### src/rtl/ctrl_pkg.sv
// Shared opcodes, ALUOp encodings and the control bundle for the pipelined control unit.
package ctrl_pkg;

  localparam int unsigned OP_W       = 7;
  localparam int unsigned ALUOP_BASE = 2;

  localparam logic [OP_W-1:0] OP_RTYPE  = 7'b0110011;
  localparam logic [OP_W-1:0] OP_IALU   = 7'b0010011;
  localparam logic [OP_W-1:0] OP_LOAD   = 7'b0000011;
  localparam logic [OP_W-1:0] OP_STORE  = 7'b0100011;
  localparam logic [OP_W-1:0] OP_BRANCH = 7'b1100011;
  localparam logic [OP_W-1:0] OP_JAL    = 7'b1101111;
  localparam logic [OP_W-1:0] OP_JALR   = 7'b1100111;
  localparam logic [OP_W-1:0] OP_LUI    = 7'b0110111;

  localparam logic [ALUOP_BASE-1:0] ALUOP_ADD = 2'b00;
  localparam logic [ALUOP_BASE-1:0] ALUOP_BR  = 2'b01;
  localparam logic [ALUOP_BASE-1:0] ALUOP_R   = 2'b10;
  localparam logic [ALUOP_BASE-1:0] ALUOP_I   = 2'b11;

  // Control bundle decoded in ID and carried down the pipe; all-zero is a bubble.
  typedef struct packed {
    logic [ALUOP_BASE-1:0] alu_op;
    logic                  alu_src;
    logic                  reg_write;
    logic                  mem_to_reg;
    logic                  mem_read;
    logic                  mem_write;
    logic                  store;
    logic                  branch;
    logic                  jump;
    logic                  illegal;
  } ctrl_bundle_t;

endpackage

### src/rtl/ctrl_decoder.sv
// Purely combinational opcode decoder: control bundle plus rs1/rs2 operand-use flags.
module ctrl_decoder
  import ctrl_pkg::*;
#(
  parameter int unsigned EXT_OPS = 1
) (
  input  logic [OP_W-1:0] op_i,
  output ctrl_bundle_t    ctrl_c_o,
  output logic            rs1_use_c_o,
  output logic            rs2_use_c_o
);

  // Opcode to control bundle; anything unrecognised is illegal with every enable low.
  always_comb begin
    ctrl_c_o    = '0;
    rs1_use_c_o = 1'b0;
    rs2_use_c_o = 1'b0;
    unique case (op_i)
      OP_RTYPE: begin
        ctrl_c_o.alu_op    = ALUOP_R;
        ctrl_c_o.reg_write = 1'b1;
        rs1_use_c_o        = 1'b1;
        rs2_use_c_o        = 1'b1;
      end
      OP_IALU: begin
        ctrl_c_o.alu_op    = ALUOP_I;
        ctrl_c_o.alu_src   = 1'b1;
        ctrl_c_o.reg_write = 1'b1;
        rs1_use_c_o        = 1'b1;
      end
      OP_LOAD: begin
        ctrl_c_o.alu_op     = ALUOP_ADD;
        ctrl_c_o.alu_src    = 1'b1;
        ctrl_c_o.mem_read   = 1'b1;
        ctrl_c_o.mem_to_reg = 1'b1;
        ctrl_c_o.reg_write  = 1'b1;
        rs1_use_c_o         = 1'b1;
      end
      OP_STORE: begin
        ctrl_c_o.alu_op    = ALUOP_ADD;
        ctrl_c_o.alu_src   = 1'b1;
        ctrl_c_o.mem_write = 1'b1;
        ctrl_c_o.store     = 1'b1;
        rs1_use_c_o        = 1'b1;
        rs2_use_c_o        = 1'b1;
      end
      OP_BRANCH: begin
        ctrl_c_o.alu_op = ALUOP_BR;
        ctrl_c_o.branch = 1'b1;
        rs1_use_c_o     = 1'b1;
        rs2_use_c_o     = 1'b1;
      end
      OP_JAL, OP_JALR: begin
        if (EXT_OPS != 0) begin
          ctrl_c_o.alu_op    = ALUOP_ADD;
          ctrl_c_o.alu_src   = 1'b1;
          ctrl_c_o.reg_write = 1'b1;
          ctrl_c_o.jump      = 1'b1;
          rs1_use_c_o        = (op_i == OP_JALR);
        end else begin
          ctrl_c_o.illegal = 1'b1;
        end
      end
      OP_LUI: begin
        if (EXT_OPS != 0) begin
          ctrl_c_o.alu_op    = ALUOP_I;
          ctrl_c_o.alu_src   = 1'b1;
          ctrl_c_o.reg_write = 1'b1;
        end else begin
          ctrl_c_o.illegal = 1'b1;
        end
      end
      default: ctrl_c_o.illegal = 1'b1;
    endcase
  end

endmodule

### src/rtl/pipelined_control_unit.sv
// Main control for the 5-stage RV32 pipe: ID decode, ID/EX-EX/MEM-MEM/WB control
// registers, load-use stall with bubble insertion and branch-resolution flush.
module pipelined_control_unit
  import ctrl_pkg::*;
#(
  parameter int unsigned REG_ADDR_W = 5,
  parameter int unsigned ALUOP_W    = 2,
  parameter int unsigned EXT_OPS    = 1
) (
  input  logic                  clk_i,
  input  logic                  rst_n_i,
  input  logic [6:0]            op_i,
  input  logic [REG_ADDR_W-1:0] rs1_i,
  input  logic [REG_ADDR_W-1:0] rs2_i,
  input  logic [REG_ADDR_W-1:0] rd_i,
  input  logic                  flush_i,
  output logic                  stall_o,
  output logic                  pc_write_o,
  output logic                  ifid_write_o,
  output logic [ALUOP_W-1:0]    ex_alu_op_o,
  output logic                  ex_alu_src_o,
  output logic                  ex_branch_o,
  output logic                  ex_jump_o,
  output logic                  mem_read_o,
  output logic                  mem_write_o,
  output logic                  mem_store_o,
  output logic                  wb_reg_write_o,
  output logic                  wb_mem_to_reg_o,
  output logic [REG_ADDR_W-1:0] wb_rd_o,
  output logic                  illegal_o
);

  ctrl_bundle_t          dec_ctrl;
  logic                  rs1_use;
  logic                  rs2_use;
  logic                  load_use;
  logic                  stall_c;

  ctrl_bundle_t          idex_q, idex_d;
  logic [REG_ADDR_W-1:0] idex_rd_q, idex_rd_d;

  logic                  exmem_mem_read_q, exmem_mem_write_q, exmem_store_q;
  logic                  exmem_reg_write_q, exmem_mem_to_reg_q;
  logic [REG_ADDR_W-1:0] exmem_rd_q;

  logic                  memwb_reg_write_q, memwb_mem_to_reg_q;
  logic [REG_ADDR_W-1:0] memwb_rd_q;

  ctrl_decoder #(
    .EXT_OPS (EXT_OPS)
  ) u_dec (
    .op_i        (op_i),
    .ctrl_c_o    (dec_ctrl),
    .rs1_use_c_o (rs1_use),
    .rs2_use_c_o (rs2_use)
  );

  // Load-use hazard: the load now in EX targets a register the ID instruction reads.
  always_comb begin
    load_use = idex_q.mem_read && (idex_rd_q != '0) &&
               ((rs1_use && (rs1_i == idex_rd_q)) ||
                (rs2_use && (rs2_i == idex_rd_q)));
    stall_c  = load_use && !flush_i;
  end

  // ID/EX next state: decoded bundle, or a bubble when flushed or stalled.
  always_comb begin
    idex_d    = dec_ctrl;
    idex_rd_d = rd_i;
    if (flush_i || stall_c) begin
      idex_d    = '0;
      idex_rd_d = '0;
    end
  end

  // Stage registers; every stage advances each cycle.
  always_ff @(posedge clk_i or negedge rst_n_i) begin
    if (!rst_n_i) begin
      idex_q             <= '0;
      idex_rd_q          <= '0;
      exmem_mem_read_q   <= 1'b0;
      exmem_mem_write_q  <= 1'b0;
      exmem_store_q      <= 1'b0;
      exmem_reg_write_q  <= 1'b0;
      exmem_mem_to_reg_q <= 1'b0;
      exmem_rd_q         <= '0;
      memwb_reg_write_q  <= 1'b0;
      memwb_mem_to_reg_q <= 1'b0;
      memwb_rd_q         <= '0;
    end else begin
      idex_q             <= idex_d;
      idex_rd_q          <= idex_rd_d;
      exmem_mem_read_q   <= idex_q.mem_read;
      exmem_mem_write_q  <= idex_q.mem_write;
      exmem_store_q      <= idex_q.store;
      exmem_reg_write_q  <= idex_q.reg_write;
      exmem_mem_to_reg_q <= idex_q.mem_to_reg;
      exmem_rd_q         <= idex_rd_q;
      memwb_reg_write_q  <= exmem_reg_write_q;
      memwb_mem_to_reg_q <= exmem_mem_to_reg_q;
      memwb_rd_q         <= exmem_rd_q;
    end
  end

  assign stall_o         = stall_c;
  assign pc_write_o      = !stall_c;
  assign ifid_write_o    = !stall_c;
  assign ex_alu_op_o     = ALUOP_W'(idex_q.alu_op);
  assign ex_alu_src_o    = idex_q.alu_src;
  assign ex_branch_o     = idex_q.branch;
  assign ex_jump_o       = idex_q.jump;
  assign illegal_o       = idex_q.illegal;
  assign mem_read_o      = exmem_mem_read_q;
  assign mem_write_o     = exmem_mem_write_q;
  assign mem_store_o     = exmem_store_q;
  assign wb_reg_write_o  = memwb_reg_write_q;
  assign wb_mem_to_reg_o = memwb_mem_to_reg_q;
  assign wb_rd_o         = memwb_rd_q;

endmodule

### config.mk
export PLATFORM = sky130hd
export DESIGN_NAME = pipelined_control_unit
export DESIGN_NICKNAME = d
export VERILOG_FILES = /design/src/rtl/ctrl_pkg.sv /design/src/rtl/ctrl_decoder.sv /design/src/rtl/pipelined_control_unit.sv
export SDC_FILE = /design/constraint.sdc
export NUM_CORES = 1
export LEC_CHECK = 0
export CAP_MARGIN = 20
export CORE_MARGIN = 2
export CORE_UTILIZATION = 39
export CTS_CLUSTER_SIZE = 30
export DETAILED_ROUTE_END_ITERATION = 10
export HOLD_SLACK_MARGIN = 0.12
export PLACE_DENSITY = 0.7
export RECOVER_POWER = 25
export SYNTH_ARGS = -nofsm -noshare
export SYNTH_HDL_FRONTEND = slang
export SYNTH_SLANG_ARGS = --single-unit
### constraint.sdc
create_clock -name clk_i -period 1.95 [get_ports clk_i]
set_input_delay 0.39 -clock clk_i [delete_from_list [all_inputs] [get_ports clk_i]]
set_output_delay 0.39 -clock clk_i [all_outputs]
set_load 0.03 [all_outputs]
==> impl_metrics.tcl <==
set metrics [dict create \
    met1_usage 0.2028 \
    numPortBuffers 43 \
    crit_path_end_kind "output port" \
    synth_top_cell_by_area "dfrtp_1" \
    met3_usage 0.05844 \
    design_area_sq_um 1933 \
    dieArea_sq_um 3602 \
    via_per_inst 4.785 \
    fmax_ghz 0.4243 \
    final_max_slew_viol_count 0 \
    rrSetupSlack_ns 0.07 \
    rsz0062_at_grt "yes" \
    grt_busiest_layer "met2" \
    gp_congestion 0.8736 \
    fp.dieW_um 60.02 \
    worstPathArrival_ns 1.97 \
    yosys_warnings 0 \
    ys.flop_type "dfrtp_1" \
    period_needed_ns 2.357 \
    cap_violations 0 \
    num_rows 20 \
    power_mw 1.246 \
    first_pass_iters 4 \
    regToRegStartpoint "idex_rd_q[2]" \
    grt_start_max_net_pins 30 \
    num_antenna_cells 0 \
    violations "negative setup slack" \
    synth_seq_cells 29 \
    cp-start-kind "flop" \
    status "finished with violations" \
    synth_cells 103 \
    core_sq_um 3028 \
    synth_top_area_share 0.5930 \
    place_area_sq_um 1797 \
    min_from "exmem_rd_q[1]" \
    fin_skew_ns 0.007948 \
    yosysMostFrequentCell "dfrtp_1" \
    drive_gt1_frac 0.2606 \
    syn_area_sq_um 1224 \
    drc 0 \
    synthTopCellsByArea "dfrtp_1, xor2_1, buf_4, nor3b_1, nor4_1" \
    num_io_pins 44 \
    clk_latency_ns 0.33 \
    drt_iter0_drc 14 \
    final.setup.worst_slack_ns -0.4067 \
    die_h_um 60.02 \
    cts.sinks 29 \
    wire_per_inst_um 13.49 \
    path_max_fanout 3 \
    p_per_area_nw_per_um2 644.6 \
    reg2reg_depth 6 \
    ctsHtreeMaxLevel 2 \
    synth_common_cells "dfrtp_1, xor2_1, nand2_1, nor3_1" \
    worstHoldPathType "reg2reg" \
    critPathKind "reg2out" \
    clkTransAtPathRegs_ns 0.09 \
    worstHoldPathCells 0 \
    synth_nets 128 \
    grt-ovfl-total 0 \
    cts_tree "yes" \
    hold_path_end "wb_rd_o[1]" \
    vias 1000 \
    grt_usage 0.1774 \
    dp_hpwl_mm 2.074 \
    synth-seq-area-share 0.5930 \
    ir_worst_vdd_mv 0.4284 \
    cp.required_ns 1.56 \
    power_leakage_nw 0.8321 \
    fin_nets 189 \
    timing.rr.end "ex_alu_op_o[1]" \
    synth-async-reset-ratio 1.000 \
    syn_to_final_growth_pct 57.98 \
    synth_edf_count 0 \
    ant_nets 0 \
    avgSynthCellArea_sq_um 11.88 \
    setup_viol 3 \
    grt_util_met2 0.3012 \
    drt_wl_total_mm 2.819 \
    worst_pin_slew_ns 0.6831 \
    start_util 0.4041 \
    cts.path.max_buffers 2 \
    antenna_found_initial 0 \
    period_share 1.209 \
    synth.distinct_cells 30 \
    relSlewSlack 0.5446 \
    hold_viol 0 \
    grt_pass1_wl_mm 4.478 \
    clockRootBuffer "clkbuf_4" \
    cts_made_buffers 5 \
    grt_pass1_vias 960 \
]
[metal layers]
metal	vias up	share of wire
met5	-	0
met4	0	0.016
met3	4	0.048
met2	34	0.55
met1	489	0.39
li1	473	-
[sequential cells by signal (all words and copies together), names as in the netlist]
register           flops
idex_q                 3
exmem_reg_write_q      1
wb_reg_write_o         1
ex_alu_src_o           1
mem_read_o             1
wb_rd_o                5
idex_rd_q              5
ex_jump_o              1
ex_alu_op_o            2
exmem_rd_q             5
illegal_o              1
wb_mem_to_reg_o        1
mem_write_o            1
ex_branch_o            1
[cell families after synthesis]
group                     after synthesis  share of synthesized area
DFF                                    29                     0.5931
xor gates and xnor gates               10                    0.07158
and+or+nand+nor                        42                     0.1963
buffers and inverters                  10                    0.05828
AOI/OAI and AO/OA                      12                    0.08078
[cell type report]
class	instances	area [sq um]
Clock buffer	7	65.06
Clock inverter	1	5.005
Fill cell	236	1095
Inverter	1	3.754
Multi-Input combinational cell	64	521.8
Sequential cell	29	725.7
Tap cell	44	55.05
Timing Repair Buffer	63	556.8
[through the flow]
stage	hold WS (ns)	setup TNS (ns)	instances	util	worst slack (ns)
finish	0.3536	-1.172	209	0.6384	-0.4067
global route	0.3588	-1.413	209	0.6384	-0.4883
CTS	0.3571	-1.090	208	0.6360	-0.4137
detailed placement	0.3347	-5.627	198	0.5934	-0.8629
global placement	0.3332	-4.921	198	0.5934	-0.8262
floorplan	0.09441	-0.2251	103	-	-0.1153
[how the worst max path moves through the flow]
| stage | startpoint | slack [ns] | endpoint |
|---|---|---|---|
| detailed placement | op_i[6] | -0.86 | pc_write_o |
| floorplan | op_i[4] | -0.12 | stall_o |
| finish | idex_rd_q[1] | -0.41 | stall_o |
| global route | idex_rd_q[3] | -0.49 | stall_o |
| global placement | op_i[6] | -0.83 | ifid_write_o |
| CTS | idex_rd_q[1] | -0.41 | stall_o |
[placed cells by master, fill, tap and decap left out, types with 3 or more instances in the layout]
cell	instances
nor4_1	4
clkbuf_1	3
clkbuf_4	5
nor2_1	4
dfrtp_1	29
buf_6	3
a21oi_1	3
nor3_1	6
nor3b_1	5
a2111oi_4	3
nand2_1	6
xnor2_1	3
buf_4	15
dlygate4sd2_1	9
clkdlybuf4s50_1	30
xor2_1	5
[power breakdown]
group / switching (mW) / internal [mW]
registers: 0.00855 / 0.620
clock network: 0.205 / 0.209
logic: 0.103 / 0.101
[worst max-delay path, cell delays in order (launching register included)]
cell and delay (ns):
dfrtp_1 0.38, clkbuf_1 0.14, xor2_1 0.18, nor3_1 0.19, nand4_1 0.17, a21oi_4 0.21
buf_6 0.11, and2b_2 0.14, buf_6 0.12
[what timing repair did]
item                                    in CTS  in global routing
hold buffers                                 0                  0
pin swaps                                    8                  0
endpoints found under the setup margin       3                  5
hold endpoints to repair                     0                  0
gates resized for setup                     29                  5
buffers inserted                             2                  1
No activity file was read; power rests on OpenSTA's default activity.
